File: src/rtl/mcycle_ctrl_pkg.sv
// ============================================================================
// Package  : mcycle_ctrl_pkg
// Brief    : Opcodes, state encodings and datapath-select encodings shared by
//            the multi-cycle main control FSM and its output decoder.
// Revision : 1.0
// ============================================================================
`default_nettype none

package mcycle_ctrl_pkg;

  localparam logic [5:0] OPC_RTYPE = 6'b000000;
  localparam logic [5:0] OPC_LW    = 6'b100011;
  localparam logic [5:0] OPC_SW    = 6'b101011;
  localparam logic [5:0] OPC_BEQ   = 6'b000100;
  localparam logic [5:0] OPC_J     = 6'b000010;

  typedef enum logic [3:0] {
    S_FETCH  = 4'd0,
    S_DECODE = 4'd1,
    S_MEMADR = 4'd2,
    S_MEMRD  = 4'd3,
    S_MEMWB  = 4'd4,
    S_MEMWR  = 4'd5,
    S_REXEC  = 4'd6,
    S_RWB    = 4'd7,
    S_BRANCH = 4'd8,
    S_JUMP   = 4'd9,
    S_NEXEC  = 4'd10,
    S_NWB    = 4'd11,
    S_BLZ    = 4'd12
  } state_e;

  typedef enum logic [1:0] {
    ALUOP_ADD   = 2'b00,
    ALUOP_SUB   = 2'b01,
    ALUOP_FUNCT = 2'b10,
    ALUOP_NORI  = 2'b11
  } aluop_e;

  typedef enum logic [1:0] {
    SRCB_B       = 2'b00,
    SRCB_FOUR    = 2'b01,
    SRCB_IMM     = 2'b10,
    SRCB_IMM_SH2 = 2'b11
  } alusrcb_e;

  typedef enum logic [1:0] {
    PCSRC_ALU    = 2'b00,
    PCSRC_ALUOUT = 2'b01,
    PCSRC_JUMP   = 2'b10,
    PCSRC_RSVD   = 2'b11
  } pcsource_e;

  typedef enum logic [1:0] {
    REGDST_RT   = 2'b00,
    REGDST_RD   = 2'b01,
    REGDST_RA   = 2'b10,
    REGDST_RSVD = 2'b11
  } regdst_e;

  typedef struct packed {
    logic      pcwrite;
    logic      pcwritecond;
    logic      iord;
    logic      memread;
    logic      memwrite;
    logic      irwrite;
    logic      regwrite;
    logic      alusrca;
    logic      zext;
    logic      memtoreg;
    regdst_e   regdst;
    alusrcb_e  alusrcb;
    pcsource_e pcsource;
    logic      link;
    aluop_e    aluop;
  } ctrl_t;

endpackage

`default_nettype wire

File: src/rtl/mcycle_main_control_if.sv
// ============================================================================
// Interface: mcycle_main_control_if
// Brief    : Opcode/handshake inputs and datapath control outputs of the
//            multi-cycle main controller. master = controller, slave = datapath.
// Revision : 1.0
// ============================================================================
`default_nettype none

interface mcycle_main_control_if;

  logic [5:0] opcode;
  logic       mem_ready;
  logic       rs_lez;

  logic       pcwrite;
  logic       pcwritecond;
  logic       iord;
  logic       memread;
  logic       memwrite;
  logic       irwrite;
  logic       regwrite;
  logic       alusrca;
  logic       zext;
  logic       memtoreg;
  logic [1:0] regdst;
  logic [1:0] alusrcb;
  logic [1:0] pcsource;
  logic       link;
  logic       aluop1;
  logic       aluop0;
  logic [3:0] state;

  modport master (
    input  opcode, mem_ready, rs_lez,
    output pcwrite, pcwritecond, iord, memread, memwrite, irwrite, regwrite,
           alusrca, zext, memtoreg, regdst, alusrcb, pcsource, link,
           aluop1, aluop0, state
  );

  modport slave (
    output opcode, mem_ready, rs_lez,
    input  pcwrite, pcwritecond, iord, memread, memwrite, irwrite, regwrite,
           alusrca, zext, memtoreg, regdst, alusrcb, pcsource, link,
           aluop1, aluop0, state
  );

endinterface

`default_nettype wire

File: src/rtl/mcycle_ctrl_outdec.sv
// ============================================================================
// Module   : mcycle_ctrl_outdec
// Brief    : Moore decoder from state (+ mem_ready in FETCH) to control outputs.
//            Macro BLEZAL_EN enables the BLZ state decode.
// Revision : 1.0
// ============================================================================
`default_nettype none

module mcycle_ctrl_outdec
  import mcycle_ctrl_pkg::*;
(
  input  wire logic   reset_i,
  input  wire state_e state_i,
  input  wire logic   mem_ready_i,
  input  wire logic   rs_lez_i,
  output ctrl_t       ctrl_o
);

`ifndef BLEZAL_EN
  logic unused_rs_lez;
  assign unused_rs_lez = rs_lez_i;
`endif

  always_comb begin
    ctrl_o = '0;
    // Outputs are forced low for the whole reset window, not just after it
    if (!reset_i) begin
      case (state_i)
        S_FETCH: begin
          ctrl_o.memread = 1'b1;
          ctrl_o.alusrcb = SRCB_FOUR;
          ctrl_o.aluop   = ALUOP_ADD;
          ctrl_o.irwrite = mem_ready_i;
          ctrl_o.pcwrite = mem_ready_i;
        end
        S_DECODE: begin
          ctrl_o.alusrcb = SRCB_IMM_SH2;
          ctrl_o.aluop   = ALUOP_ADD;
        end
        S_MEMADR: begin
          ctrl_o.alusrca = 1'b1;
          ctrl_o.alusrcb = SRCB_IMM;
          ctrl_o.aluop   = ALUOP_ADD;
        end
        S_MEMRD: begin
          ctrl_o.memread = 1'b1;
          ctrl_o.iord    = 1'b1;
        end
        S_MEMWB: begin
          ctrl_o.regwrite = 1'b1;
          ctrl_o.memtoreg = 1'b1;
          ctrl_o.regdst   = REGDST_RT;
        end
        S_MEMWR: begin
          ctrl_o.memwrite = 1'b1;
          ctrl_o.iord     = 1'b1;
        end
        S_REXEC: begin
          ctrl_o.alusrca = 1'b1;
          ctrl_o.alusrcb = SRCB_B;
          ctrl_o.aluop   = ALUOP_FUNCT;
        end
        S_RWB: begin
          ctrl_o.regwrite = 1'b1;
          ctrl_o.regdst   = REGDST_RD;
        end
        S_BRANCH: begin
          ctrl_o.alusrca     = 1'b1;
          ctrl_o.alusrcb     = SRCB_B;
          ctrl_o.aluop       = ALUOP_SUB;
          ctrl_o.pcwritecond = 1'b1;
          ctrl_o.pcsource    = PCSRC_ALUOUT;
        end
        S_JUMP: begin
          ctrl_o.pcwrite  = 1'b1;
          ctrl_o.pcsource = PCSRC_JUMP;
        end
        S_NEXEC: begin
          ctrl_o.alusrca = 1'b1;
          ctrl_o.alusrcb = SRCB_IMM;
          ctrl_o.zext    = 1'b1;
          ctrl_o.aluop   = ALUOP_NORI;
        end
        S_NWB: begin
          ctrl_o.regwrite = 1'b1;
          ctrl_o.regdst   = REGDST_RT;
        end
`ifdef BLEZAL_EN
        S_BLZ: begin
          ctrl_o.alusrca = 1'b1;
          ctrl_o.alusrcb = SRCB_B;
          ctrl_o.aluop   = ALUOP_SUB;
          // Link and branch commit together only when rs <= 0
          if (rs_lez_i) begin
            ctrl_o.pcwrite  = 1'b1;
            ctrl_o.pcsource = PCSRC_ALUOUT;
            ctrl_o.regwrite = 1'b1;
            ctrl_o.regdst   = REGDST_RA;
            ctrl_o.link     = 1'b1;
          end
        end
`endif
        default: ctrl_o = '0;
      endcase
    end
  end

endmodule

`default_nettype wire

File: src/rtl/mcycle_main_control.sv
// ============================================================================
// Module   : mcycle_main_control
// Brief    : Multi-cycle main control FSM (state register + next-state logic).
//            Macro BLEZAL_EN adds the blezal instruction (BLZ state).
// Revision : 1.0
// ============================================================================
`default_nettype none

module mcycle_main_control
  import mcycle_ctrl_pkg::*;
#(
  parameter logic [5:0] OP_NORI   = 6'b010011,
  parameter logic [5:0] OP_BLEZAL = 6'b010100
) (
  input wire logic              clk,
  input wire logic              reset,
  mcycle_main_control_if.master bus
);

  state_e state_q;
  state_e state_d;
  ctrl_t  ctrl;

  always_ff @(posedge clk or posedge reset) begin
    if (reset) begin
      state_q <= S_FETCH;
    end else begin
      state_q <= state_d;
    end
  end

  always_comb begin
    state_d = S_FETCH;
    case (state_q)
      S_FETCH:  state_d = bus.mem_ready ? S_DECODE : S_FETCH;
      S_DECODE: begin
        if ((bus.opcode == OPC_LW) || (bus.opcode == OPC_SW)) state_d = S_MEMADR;
        else if (bus.opcode == OPC_RTYPE)                     state_d = S_REXEC;
        else if (bus.opcode == OPC_BEQ)                       state_d = S_BRANCH;
        else if (bus.opcode == OPC_J)                         state_d = S_JUMP;
        else if (bus.opcode == OP_NORI)                       state_d = S_NEXEC;
`ifdef BLEZAL_EN
        else if (bus.opcode == OP_BLEZAL)                     state_d = S_BLZ;
`else
        else if (bus.opcode == OP_BLEZAL)                     state_d = S_FETCH;
`endif
        else                                                  state_d = S_FETCH;
      end
      S_MEMADR: state_d = (bus.opcode == OPC_LW) ? S_MEMRD : S_MEMWR;
      S_MEMRD:  state_d = bus.mem_ready ? S_MEMWB : S_MEMRD;
      S_MEMWB:  state_d = S_FETCH;
      S_MEMWR:  state_d = bus.mem_ready ? S_FETCH : S_MEMWR;
      S_REXEC:  state_d = S_RWB;
      S_RWB:    state_d = S_FETCH;
      S_BRANCH: state_d = S_FETCH;
      S_JUMP:   state_d = S_FETCH;
      S_NEXEC:  state_d = S_NWB;
      S_NWB:    state_d = S_FETCH;
`ifdef BLEZAL_EN
      S_BLZ:    state_d = S_FETCH;
`endif
      default:  state_d = S_FETCH;
    endcase
  end

  mcycle_ctrl_outdec u_outdec (
    .reset_i     (reset),
    .state_i     (state_q),
    .mem_ready_i (bus.mem_ready),
    .rs_lez_i    (bus.rs_lez),
    .ctrl_o      (ctrl)
  );

  assign bus.pcwrite     = ctrl.pcwrite;
  assign bus.pcwritecond = ctrl.pcwritecond;
  assign bus.iord        = ctrl.iord;
  assign bus.memread     = ctrl.memread;
  assign bus.memwrite    = ctrl.memwrite;
  assign bus.irwrite     = ctrl.irwrite;
  assign bus.regwrite    = ctrl.regwrite;
  assign bus.alusrca     = ctrl.alusrca;
  assign bus.zext        = ctrl.zext;
  assign bus.memtoreg    = ctrl.memtoreg;
  assign bus.regdst      = ctrl.regdst;
  assign bus.alusrcb     = ctrl.alusrcb;
  assign bus.pcsource    = ctrl.pcsource;
  assign bus.link        = ctrl.link;
  assign bus.aluop1      = ctrl.aluop[1];
  assign bus.aluop0      = ctrl.aluop[0];
  assign bus.state       = reset ? 4'd0 : state_q;

endmodule

`default_nettype wire
File: src/flat_wrapper.sv
// flat-port wrapper written by rule: the top's interface ports become plain ports
module mcycle_main_control_flat import mcycle_ctrl_pkg::*;
#(
  parameter logic [5:0] OP_NORI   = 6'b010011,
  parameter logic [5:0] OP_BLEZAL = 6'b010100
)
  (clk, reset, bus_opcode, bus_mem_ready, bus_rs_lez, bus_pcwrite, bus_pcwritecond, bus_iord, bus_memread, bus_memwrite, bus_irwrite, bus_regwrite, bus_alusrca, bus_zext, bus_memtoreg, bus_regdst, bus_alusrcb, bus_pcsource, bus_link, bus_aluop1, bus_aluop0, bus_state);
  mcycle_main_control_if bus_i ();
  input wire logic clk;
  input wire logic reset;
  input wire logic [$bits(bus_i.opcode)-1:0] bus_opcode;
  input wire logic [$bits(bus_i.mem_ready)-1:0] bus_mem_ready;
  input wire logic [$bits(bus_i.rs_lez)-1:0] bus_rs_lez;
  output wire logic [$bits(bus_i.pcwrite)-1:0] bus_pcwrite;
  output wire logic [$bits(bus_i.pcwritecond)-1:0] bus_pcwritecond;
  output wire logic [$bits(bus_i.iord)-1:0] bus_iord;
  output wire logic [$bits(bus_i.memread)-1:0] bus_memread;
  output wire logic [$bits(bus_i.memwrite)-1:0] bus_memwrite;
  output wire logic [$bits(bus_i.irwrite)-1:0] bus_irwrite;
  output wire logic [$bits(bus_i.regwrite)-1:0] bus_regwrite;
  output wire logic [$bits(bus_i.alusrca)-1:0] bus_alusrca;
  output wire logic [$bits(bus_i.zext)-1:0] bus_zext;
  output wire logic [$bits(bus_i.memtoreg)-1:0] bus_memtoreg;
  output wire logic [$bits(bus_i.regdst)-1:0] bus_regdst;
  output wire logic [$bits(bus_i.alusrcb)-1:0] bus_alusrcb;
  output wire logic [$bits(bus_i.pcsource)-1:0] bus_pcsource;
  output wire logic [$bits(bus_i.link)-1:0] bus_link;
  output wire logic [$bits(bus_i.aluop1)-1:0] bus_aluop1;
  output wire logic [$bits(bus_i.aluop0)-1:0] bus_aluop0;
  output wire logic [$bits(bus_i.state)-1:0] bus_state;
  assign bus_i.opcode = bus_opcode;
  assign bus_i.mem_ready = bus_mem_ready;
  assign bus_i.rs_lez = bus_rs_lez;
  assign bus_pcwrite = bus_i.pcwrite;
  assign bus_pcwritecond = bus_i.pcwritecond;
  assign bus_iord = bus_i.iord;
  assign bus_memread = bus_i.memread;
  assign bus_memwrite = bus_i.memwrite;
  assign bus_irwrite = bus_i.irwrite;
  assign bus_regwrite = bus_i.regwrite;
  assign bus_alusrca = bus_i.alusrca;
  assign bus_zext = bus_i.zext;
  assign bus_memtoreg = bus_i.memtoreg;
  assign bus_regdst = bus_i.regdst;
  assign bus_alusrcb = bus_i.alusrcb;
  assign bus_pcsource = bus_i.pcsource;
  assign bus_link = bus_i.link;
  assign bus_aluop1 = bus_i.aluop1;
  assign bus_aluop0 = bus_i.aluop0;
  assign bus_state = bus_i.state;
  mcycle_main_control #(.OP_NORI(OP_NORI), .OP_BLEZAL(OP_BLEZAL)) u_core (.clk(clk), .reset(reset), .bus(bus_i));
endmodule
File: config.mk
export PLATFORM = sky130hd
export DESIGN_NAME = mcycle_main_control_flat
export DESIGN_NICKNAME = d
export VERILOG_FILES = /design/src/rtl/mcycle_ctrl_pkg.sv /design/src/rtl/mcycle_main_control_if.sv /design/src/rtl/mcycle_ctrl_outdec.sv /design/src/rtl/mcycle_main_control.sv /design/src/flat_wrapper.sv
export SDC_FILE = /design/constraint.sdc
export NUM_CORES = 1
export LEC_CHECK = 0
export ABC_AREA = 1
export CORE_MARGIN = 2
export CORE_UTILIZATION = 39
export DETAILED_ROUTE_END_ITERATION = 10
export GPL_TIMING_DRIVEN = 0
export PLACE_DENSITY = 0.83
export SLEW_MARGIN = 20
export SYNTH_ARGS = -nofsm -noshare
export SYNTH_HDL_FRONTEND = slang
export SYNTH_SLANG_ARGS = --single-unit
File: constraint.sdc
create_clock -name clk -period 2.3 [get_ports clk]
set_input_delay 0.69 -clock clk [delete_from_list [all_inputs] [get_ports clk]]
set_output_delay 0.69 -clock clk [all_outputs]
set_load 0.02 [all_outputs]
# Yosys cells after proc, flatten, opt, wreduce, memory -nomap -nowiden
# Cells that the tools add are included.
[word_totals] reg_bits=4 in_bits=10 out_inout_bits=23 word_cells=51
[op_classes] eq_ne=16 mux=26 reduce_logical=8
[op_table] op="$pmux 4 s7" n=1
[op_table] op="$mux 4" n=6
[op_table] op="$mux 19" n=1
[op_table] op="$eq 4x3->1 const B" n=4
[op_table] op="$eq 4x4->1 const B" n=4
[op_table] op="$eq 6x6->1 const B" n=2
[op_table] op="$pmux 2 s3" n=2
[op_table] op="$mux 1" n=11
[op_table] op="$mux 3" n=3
[op_table] op="$eq 4x2->1 const B" n=2
[op_table] op="$eq 6x2->1 const B" n=1
[op_table] op="$eq 6x3->1 const B" n=1
[op_table] op="$eq 6x5->1 const B" n=1
[op_table] op="$logic_not 6->1" n=1
[op_table] op="$reduce_or 2->1" n=3
[op_table] op="$eq 4x1->1 const B" n=1
[op_table] op="$logic_not 4->1" n=1
[op_table] op="$pmux 2 s2" n=1
[op_table] op="$reduce_or 4->1" n=1
[op_table] op="$reduce_or 3->1" n=1
[op_table] op="$pmux 1 s2" n=1
[op_table] op="$logic_or 1x1->1" n=1

# Depth between registers and ports, before layout
# Gate-level depths: netlist of the first run.
[depth] ltp_word=7 mapped_depth=7 mapped_depth_nobuf=7

# By module
# Synthesis of the first run repeated with hierarchy kept, for this count alone.
[hier_totals] hier_cells=124 area_unflattened_um2=643.1
[modules_own_cells] mod="mcycle_main_control" instances=1 cells_per_inst=75 area_per_inst_um2=425.4 seq_area_each_um2=100.1
[modules_own_cells] mod="mcycle_ctrl_outdec" instances=1 cells_per_inst=49 area_per_inst_um2=217.7 seq_area_each_um2=0.0

# Worst setup path before layout of the first run
# OpenSTA, ideal clock, no wires.
[synth_timing] path_kind="in2out" startpoint="input reset" endpoint="output bus_pcsource[0]" arrival_ps=1641 required_time_ps=1610 slack_ps=-31 cell_stages=3 n_path_buf=2 path_cell_list="buf_2 nor3_1 buf_4"
[synth_via] elab_chain_len=1
[synth_rtl] item="start: declaration" line_no="flat_wrapper.sv:10" rtl="input wire logic reset;"
[synth_rtl] item="$mux 19" line_no="mcycle_ctrl_outdec.sv:27" rtl="if (!reset_i) begin"
[synth_rtl] item="end: declaration" line_no="flat_wrapper.sv:26" rtl="output wire logic [$bits(bus_i.pcsource)-1:0] bus_pcsource;"
# Every way passes these cells.

# Worst setup path in the final report of the first run
[layout_timing] startpoint="register u_core.state_q[3]" endpoint="output bus_alusrcb[1]"
[layout_via] elab_chain_len=4 elab_cells_between_ends=7 cone_classes="eq/ne (3); mux (2); reduce/logical (2)"
[layout_rtl] item="start: declaration" line_no="mcycle_main_control.sv:20" rtl="state_e state_q;"
[layout_rtl] item="start signal: assignment" line_no="mcycle_main_control.sv:28" rtl="state_q <= state_d;"
[layout_rtl] item="$eq 4x2->1 / $eq 4x4->1 (equally long branches)" line_no="mcycle_ctrl_outdec.sv:28" rtl="case (state_i)"
[layout_rtl] item="$reduce_or 2->1 (no source line)"
[layout_rtl] item="$pmux 2 s3 (*)" line_no="mcycle_ctrl_outdec.sv:28"
[layout_rtl] item="$mux 19 (*)" line_no="mcycle_ctrl_outdec.sv:27"
[layout_rtl] item="end: declaration" line_no="flat_wrapper.sv:25" rtl="output wire logic [$bits(bus_i.alusrcb)-1:0] bus_alusrcb;"
# Mark *: on every way between the ends. The rest lies on a longest branch, timed or not.

==> results of run 1 <==
## power breakdown
part | switching, mW | total, mW | internal (mW) | leakage [nW]
Combinational | 0.0819 | 0.132 | 0.0499 | 0.451
Sequential | 0.00973 | 0.0854 | 0.0757 | 0.0525
Clock | 0.0307 | 0.0893 | 0.0585 | 0.0138
## worst max path at each step
stage | from | end | slack (ns) | depth (start not counted)
2_1_floorplan | reset | bus_pcsource[0] | 0.20 | 3
5_1_grt | u_core.state_q[3]$_DFF_PP0_ | bus_alusrcb[1] | -0.02 | 7
6_report | u_core.state_q[3]$_DFF_PP0_ | bus_alusrcb[1] | 0.02 | 7
3_3_place_gp | bus_mem_ready | bus_pcwrite | -0.51 | 4
4_1_cts | reset | bus_regwrite | 0.02 | 5
3_5_place_dp | bus_mem_ready | bus_pcwrite | -0.52 | 4
## stage by stage
| stage | util (%) | TNS (ns) | total power [mW] | instance area, sq um | cells |
|---|---|---|---|---|---|
| after CTS | 66.0 | 0 | 0.296 | 858 | 152 |
| after global routing | 66.3 | -0.0167 | 0.320 | 863 | 153 |
| after detailed placement | 65.8 | -4.31 | 0.220 | 856 | 149 |
| final | 66.3 | 0 | 0.306 | 863 | 153 |
| after floorplan | - | 0 | 0.165 | 557 | 106 |
| after global placement | 65.8 | -3.97 | 0.218 | 856 | 149 |
## cell families (layout without fill, tap and decap cells)
kind of cell    Yosys count  after routing  synth area share [%]
compound gates            6              6                  5.71
simple gates             75             75                  60.0
buf+inv                  19             51                  15.3
other cells               1              2                 0.684
flops                     4              4                  18.3
## worst max-delay path, stage by stage, from the launching register on
cell and delay, ns:
dfrtp_1 0.46, inv_2 0.09, nor2_2 0.16, nand2_1 0.13, nand2_1 0.09, o21ai_0 0.08, inv_1 0.06, clkdlybuf4s15_1 0.29
## metal layers
| layer | vias up | GRT usage, % | wire, microns |
|---|---|---|---|
| li1 | 396 | - | - |
| met1 | 350 | 17.6 | 633 |
| met2 | 31 | 34.4 | 899 |
| met3 | 0 | 0 | 78 |
| met4 | 0 | 5.81 | 0 |
| met5 | - | 0 | 0 |
## cells in the mapped netlist
library cell  count
nand2_1          25
buf_2             1
o21ai_0           1
a21oi_1           4
nand4_1           2
buf_1             1
nor2_4            1
nor2_2            3
nand3_1          14
nor2_1           25
nand2_2           1
buf_4             3
a31oi_1           1
nand3b_1          1
inv_1            12
conb_1            1
nor3_1            3
dfrtp_1           4
inv_2             2
## timing repair
item,CTS,global route
endpoints found under the setup margin,21,7
buffers inserted,0,1
gates resized for setup,31,14
## final cells by class
cell class                      instances  area (sq um)
Tap cell                               15          18.8
Fill cell                             131           438
Sequential cell                         4           101
Inverter                               14          56.3
Clock buffer                            3          22.5
Multi-Input combinational cell         83           388
Timing Repair Buffer                   29           244
Buffer                                  5          32.5
==> results by group, run 1 <==
Critical path
  – Startpoint types: register
  – Setup crit end kind: primary output
  – RR Endpoint: u_core.state_q[0]$_DFF_PP0_
  – Critical path fanouts, max: 4
  – WP data required: 1.61 ns
  – Reg-to-reg slack, setup: 1.16 ns
  – WP data arrival: around 1.6 ns
  – Worst flop-to-flop path startpoint: u_core.state_q[2]$_DFF_PP0_
  – Crit path kind: reg2out
  – Register-to-Register Path Depth: 6

Timing
  – Worst clock skew: roughly 0.00066 ns
  – Final Hold Fails: 0
  – Slew Viols, Final: 0
  – Crit path time final: about 2.3 ns
  – Worst hold slack: 0.537 ns
  – Max frequency: 0.439 GHz
  – Final Cycle Share: 99.1%
  – Setup WS post-layout: 0.0209 ns
  – Setup violators final: 0

Logic synthesis
  – Post-synth top area share: a little under a fifth
  – Synth unique cells: 19
  – Area leader, netlist: dfrtp_1
  – Largest cells by area after synthesis: dfrtp_1 18%, nand2_1 17%, nor2_1 17%
  – Cell Area, Synth: 548 sq um
  – Number of standard cells after synthesis: about 110
  – Sequential area share after synthesis: 18.3%
  – Syn_area_per_cell: 5.22 sq um
  – Syn. warnings: 0
  – FF+latch count, synth: 4

Clocking
  – CTS root buffer: clkbuf_4
  – Clock Tree Buf Depth: 2
  – Clock transition at path regs: 0.04 ns
  – Clk Latency, worst-skew pair: 0.24 ns
  – Clock Sinks: 4
  – CTS tree: yes
  – Num CTS Buffers: 3
  – H-tree depth: 1
  – Hold Buf Count CTS: 0

Floorplanning
  – Ports: 33
  – Die Width: between 40 and 50 microns
  – Die Y: a little over 40 microns
  – Core Area: 1300 sq um
  – Cell Rows: 13
  – Total die area: 1720 sq um
  – Initial Util: 42.1%

Routing
  – Via count: 777
  – Wirelength per Cell: 10.5 microns
  – Initial DRC count: 23
  – DR vias/cell: 5.08
  – DRC: 0
  – Total Wirelength: roughly 1600 microns
  – Post-route ant nets: 0
  – DRT Pass-1 Iters: 4

Layout
  – Commonest non-fill, non-tap cell in the layout: nand2_1
  – Layout Nets: 150
  – Most flop-heavy register: u_core.state_q
  – P&R area growth vs syn: 57.5%
  – Regs by FF count: u_core.state_q: 4 flops
  – Most frequent cells in the layout: 25 x nand2_1, 23 x nor2_1, 15 x dlygate4sd2_1, 14 x nand3_1, 10 x inv_1
  – Layout cells sized above 1: between 20% and 30%
  – ANT cells: 0
  – Max reg flops: 4

Power and ir drop
  – Leakage power figure: between 0.5 and 0.6 nW
  – Peak VDD IR: 282 uV
  – PwrDens: 355 nW/um^2

Global routing
  – Largest net degree at the start of global routing: 11
  – Vias in the first global route: 589
  – All-Layer GR Usage: 16.7%
  – GRT overflow: 0
  – Antenna violations before repair: 0
  – First-pass GRT wire length: 2350 microns

Placement
  – Placer Congestion: 0.853
  – Setup Slack @ Placement: -0.520 ns
  – PortBufs: 28
  – HPWL after DPL: 1270 microns

Run status
  – Status: finished clean

Job
  – Max Cap Viol: 0

Hold path
  – Hold crit path type: in2async
Power figures use the tool's default switching activity.
==> run 2, diff against run 1 <==
Settings changed: CORE_UTILIZATION 39 to 36, PLACE_DENSITY 0.83 to 0.78.
Clock period 2.3 ns to 2.6 ns, I/O delays scaled along.
==> run 2 against run 1 <==
Net effect:
- clock skew grew 0.014 ns
- hold slack lost 0.054 ns
- combinational power shrank 9.8%
- clock-buffer cell count is the same
- critical path type is now in2out
- highest routed layer is now met4
==> results by group, run 2 (same netlist as run 1, synthesis figures left out) <==
Run status
  – Status: finished clean

Global routing
  – Largest net degree at the start of global routing: 11
  – Vias in the first global route: 616
  – Met3 Use GR: 2.55%
  – Met1 usage: 18.2%
  – Met2 GRT Util: 33.0%
  – Antenna violations before repair: 0
  – GRT overflow: 0
  – Layer with the highest usage: met2
  – All-Layer GR Usage: 17.7%
  – First-pass GRT wire length: 2460 microns

Timing
  – Max frequency: 0.388 GHz
  – Final Cycle Share: ~99%
  – Crit path time final: 2.58 ns
  – Worst clock skew: around 0.015 ns
  – Final Hold Fails: 0
  – Slew Viols, Final: 0
  – Fin Setup TNS: 0 ns
  – RSZ-0062 raised after global routing: false
  – Setup violators final: 0

Layout
  – Max reg flops: 4
  – Layout filler cell count: 164
  – Layout cells sized above 1: about 16%
  – Most frequent cells in the layout: 25 x nand2_1, 24 x nor2_1, 14 x dlygate4sd2_1, 13 x nand3_1, 11 x inv_1
  – Most flop-heavy register: u_core.state_q
  – Reg area: 100 sq um
  – Final instance area: roughly 880 sq um
  – ANT cells: 0
  – Commonest non-fill, non-tap cell in the layout: nand2_1
  – Multi-input gate area: 394 sq um
  – P&R area growth vs syn: 61.4%
  – Regs by FF count: u_core.state_q: 4 flops
  – Layout Nets: 149

Hold path
  – Hold crit path type: in2async

Clocking
  – Post-CTS setup buffers: 0
  – CTS root buffer: clkbuf_4
  – H-tree depth: 1
  – Clock transition at path regs: 0.05 ns
  – CTS tree: yes
  – Clk Latency, worst-skew pair: 0.25 ns
  – Num CTS Buffers: 3
  – Clock Sinks: 4
  – Clock Tree Buf Depth: 2

Placement
  – Cell Area, Placed: 852 sq um
  – HPWL after DPL: 1210 microns
  – PortBufs: 28
  – Placer Congestion: 0.828

Critical path
  – Crit path largest cell delay: 0.63 ns
  – Critical path fanouts, max: 9
  – WP data required: around 1.8 ns
  – Startpoint types: primary input
  – Crit path buffers/inverters: 2
  – Crit-path slowest cell: clkdlybuf4s50_1
  – Worst path cell trace: buf_2 -> nor3_1 -> clkdlybuf4s50_1
  – WP data arrival: 1.80 ns
  – Setup crit end kind: primary output
  – Crit path kind: in2out
  – CP delay by family, top: buffers and inverters

Routing
  – Wirelength per Cell: 9.87 microns
  – DR vias/cell: 4.87
  – DRC: 0
  – Initial DRC count: 5
  – Post-route ant nets: 0
  – Total Wirelength: 1510 microns
  – Via count: 745
  – DRT Pass-1 Iters: 4

Floorplanning
  – Total die area: 1850 sq um
  – Cell Rows: 14
  – Die Y: between 40 and 50 microns
  – Die Width: between 40 and 50 microns
  – Core Area: 1470 sq um
  – Initial Util: 37.2%
  – Ports: 33

Power and ir drop
  – Leakage power figure: 0.568 nW
  – Peak VDD IR: between 200 and 250 uV
  – PwrDens: between 300 and 400 nW/um^2

Job
  – Max Cap Viol: 0
## run 2: timing repair
action,4_1_cts,5_1_grt
gates cloned,0,0
gates resized for setup,25,9
setup endpoints to repair,17,5
hold buffers,0,0
## run 2: path summary, 6_finish.rpt
check | start | to | slack (ns) | depth (start not counted)
max | reset | bus_regdst[0] | 0.02 | 3
min | reset | u_core.state_q[1]$_DFF_PP0_ | 0.48 | 2
max reg2reg | u_core.state_q[1]$_DFF_PP0_ | u_core.state_q[2]$_DFF_PP0_ | 1.40 | 5
min reg2reg | u_core.state_q[3]$_DFF_PP0_ | u_core.state_q[2]$_DFF_PP0_ | 0.75 | 3
max in group asynchronous | reset | u_core.state_q[2]$_DFF_PP0_ | 1.97 | 2
min in group clk | u_core.state_q[3]$_DFF_PP0_ | u_core.state_q[2]$_DFF_PP0_ | 0.75 | 3
## run 2: worst reg2reg max path, cell delays in order (launching register included)
cell and delay [ns]:
dfrtp_1 0.44, inv_1 0.16, nand2_1 0.12, nor2_4 0.17
nand4_1 0.10, nand3_1 0.13
## run 2: stage by stage
| stage | power (mW) | setup slack [ns] | hold WS [ns] | util [%] | instances |
|---|---|---|---|---|---|
| 3_5_place_dp | 0.194 | -0.432 | 0.721 | 57.9 | 150 |
| 4_1_cts | 0.271 | 0.0136 | 0.475 | 58.0 | 153 |
| 3_3_place_gp | 0.192 | -0.401 | 0.709 | 57.9 | 150 |
| 5_1_grt | 0.292 | 0.00985 | 0.501 | 60.1 | 153 |
| 6_report | 0.276 | 0.0228 | 0.483 | 60.1 | 153 |
| 2_1_floorplan | 0.146 | 0.0889 | 0.645 | - | 106 |
## run 2: routing by layer
metal,vias up,wire length (microns)
met5,-,0
met4,0,25
met3,3,107
met2,31,782
met1,314,594
li1,397,-
## run 2: area by class of cell
class / instances / share of cell area, %
inverters: 14 / 5.94
multi-input cells: 83 / 44.6
flip-flops and latches: 4 / 11.3
repair buffers: 28 / 29.7
well taps: 16 / 2.26
clock buffers: 3 / 2.55
plain buffers: 5 / 3.68
## run 2: power breakdown
| part | leakage, nW | switching, mW | internal, mW |
|---|---|---|---|
| Combinational | 0.500 | 0.0724 | 0.0462 |
| Sequential | 0.0542 | 0.00808 | 0.0669 |
| Clock | 0.0138 | 0.0308 | 0.0519 |
| Total | 0.568 | 0.111 | 0.165 |
==> run 3, diff against run 2 <==
Settings changed: CTS_CLUSTER_SIZE set to 16.
==> results of run 3 <==
Final layout, timing and power as in run 2 (identical DEF).
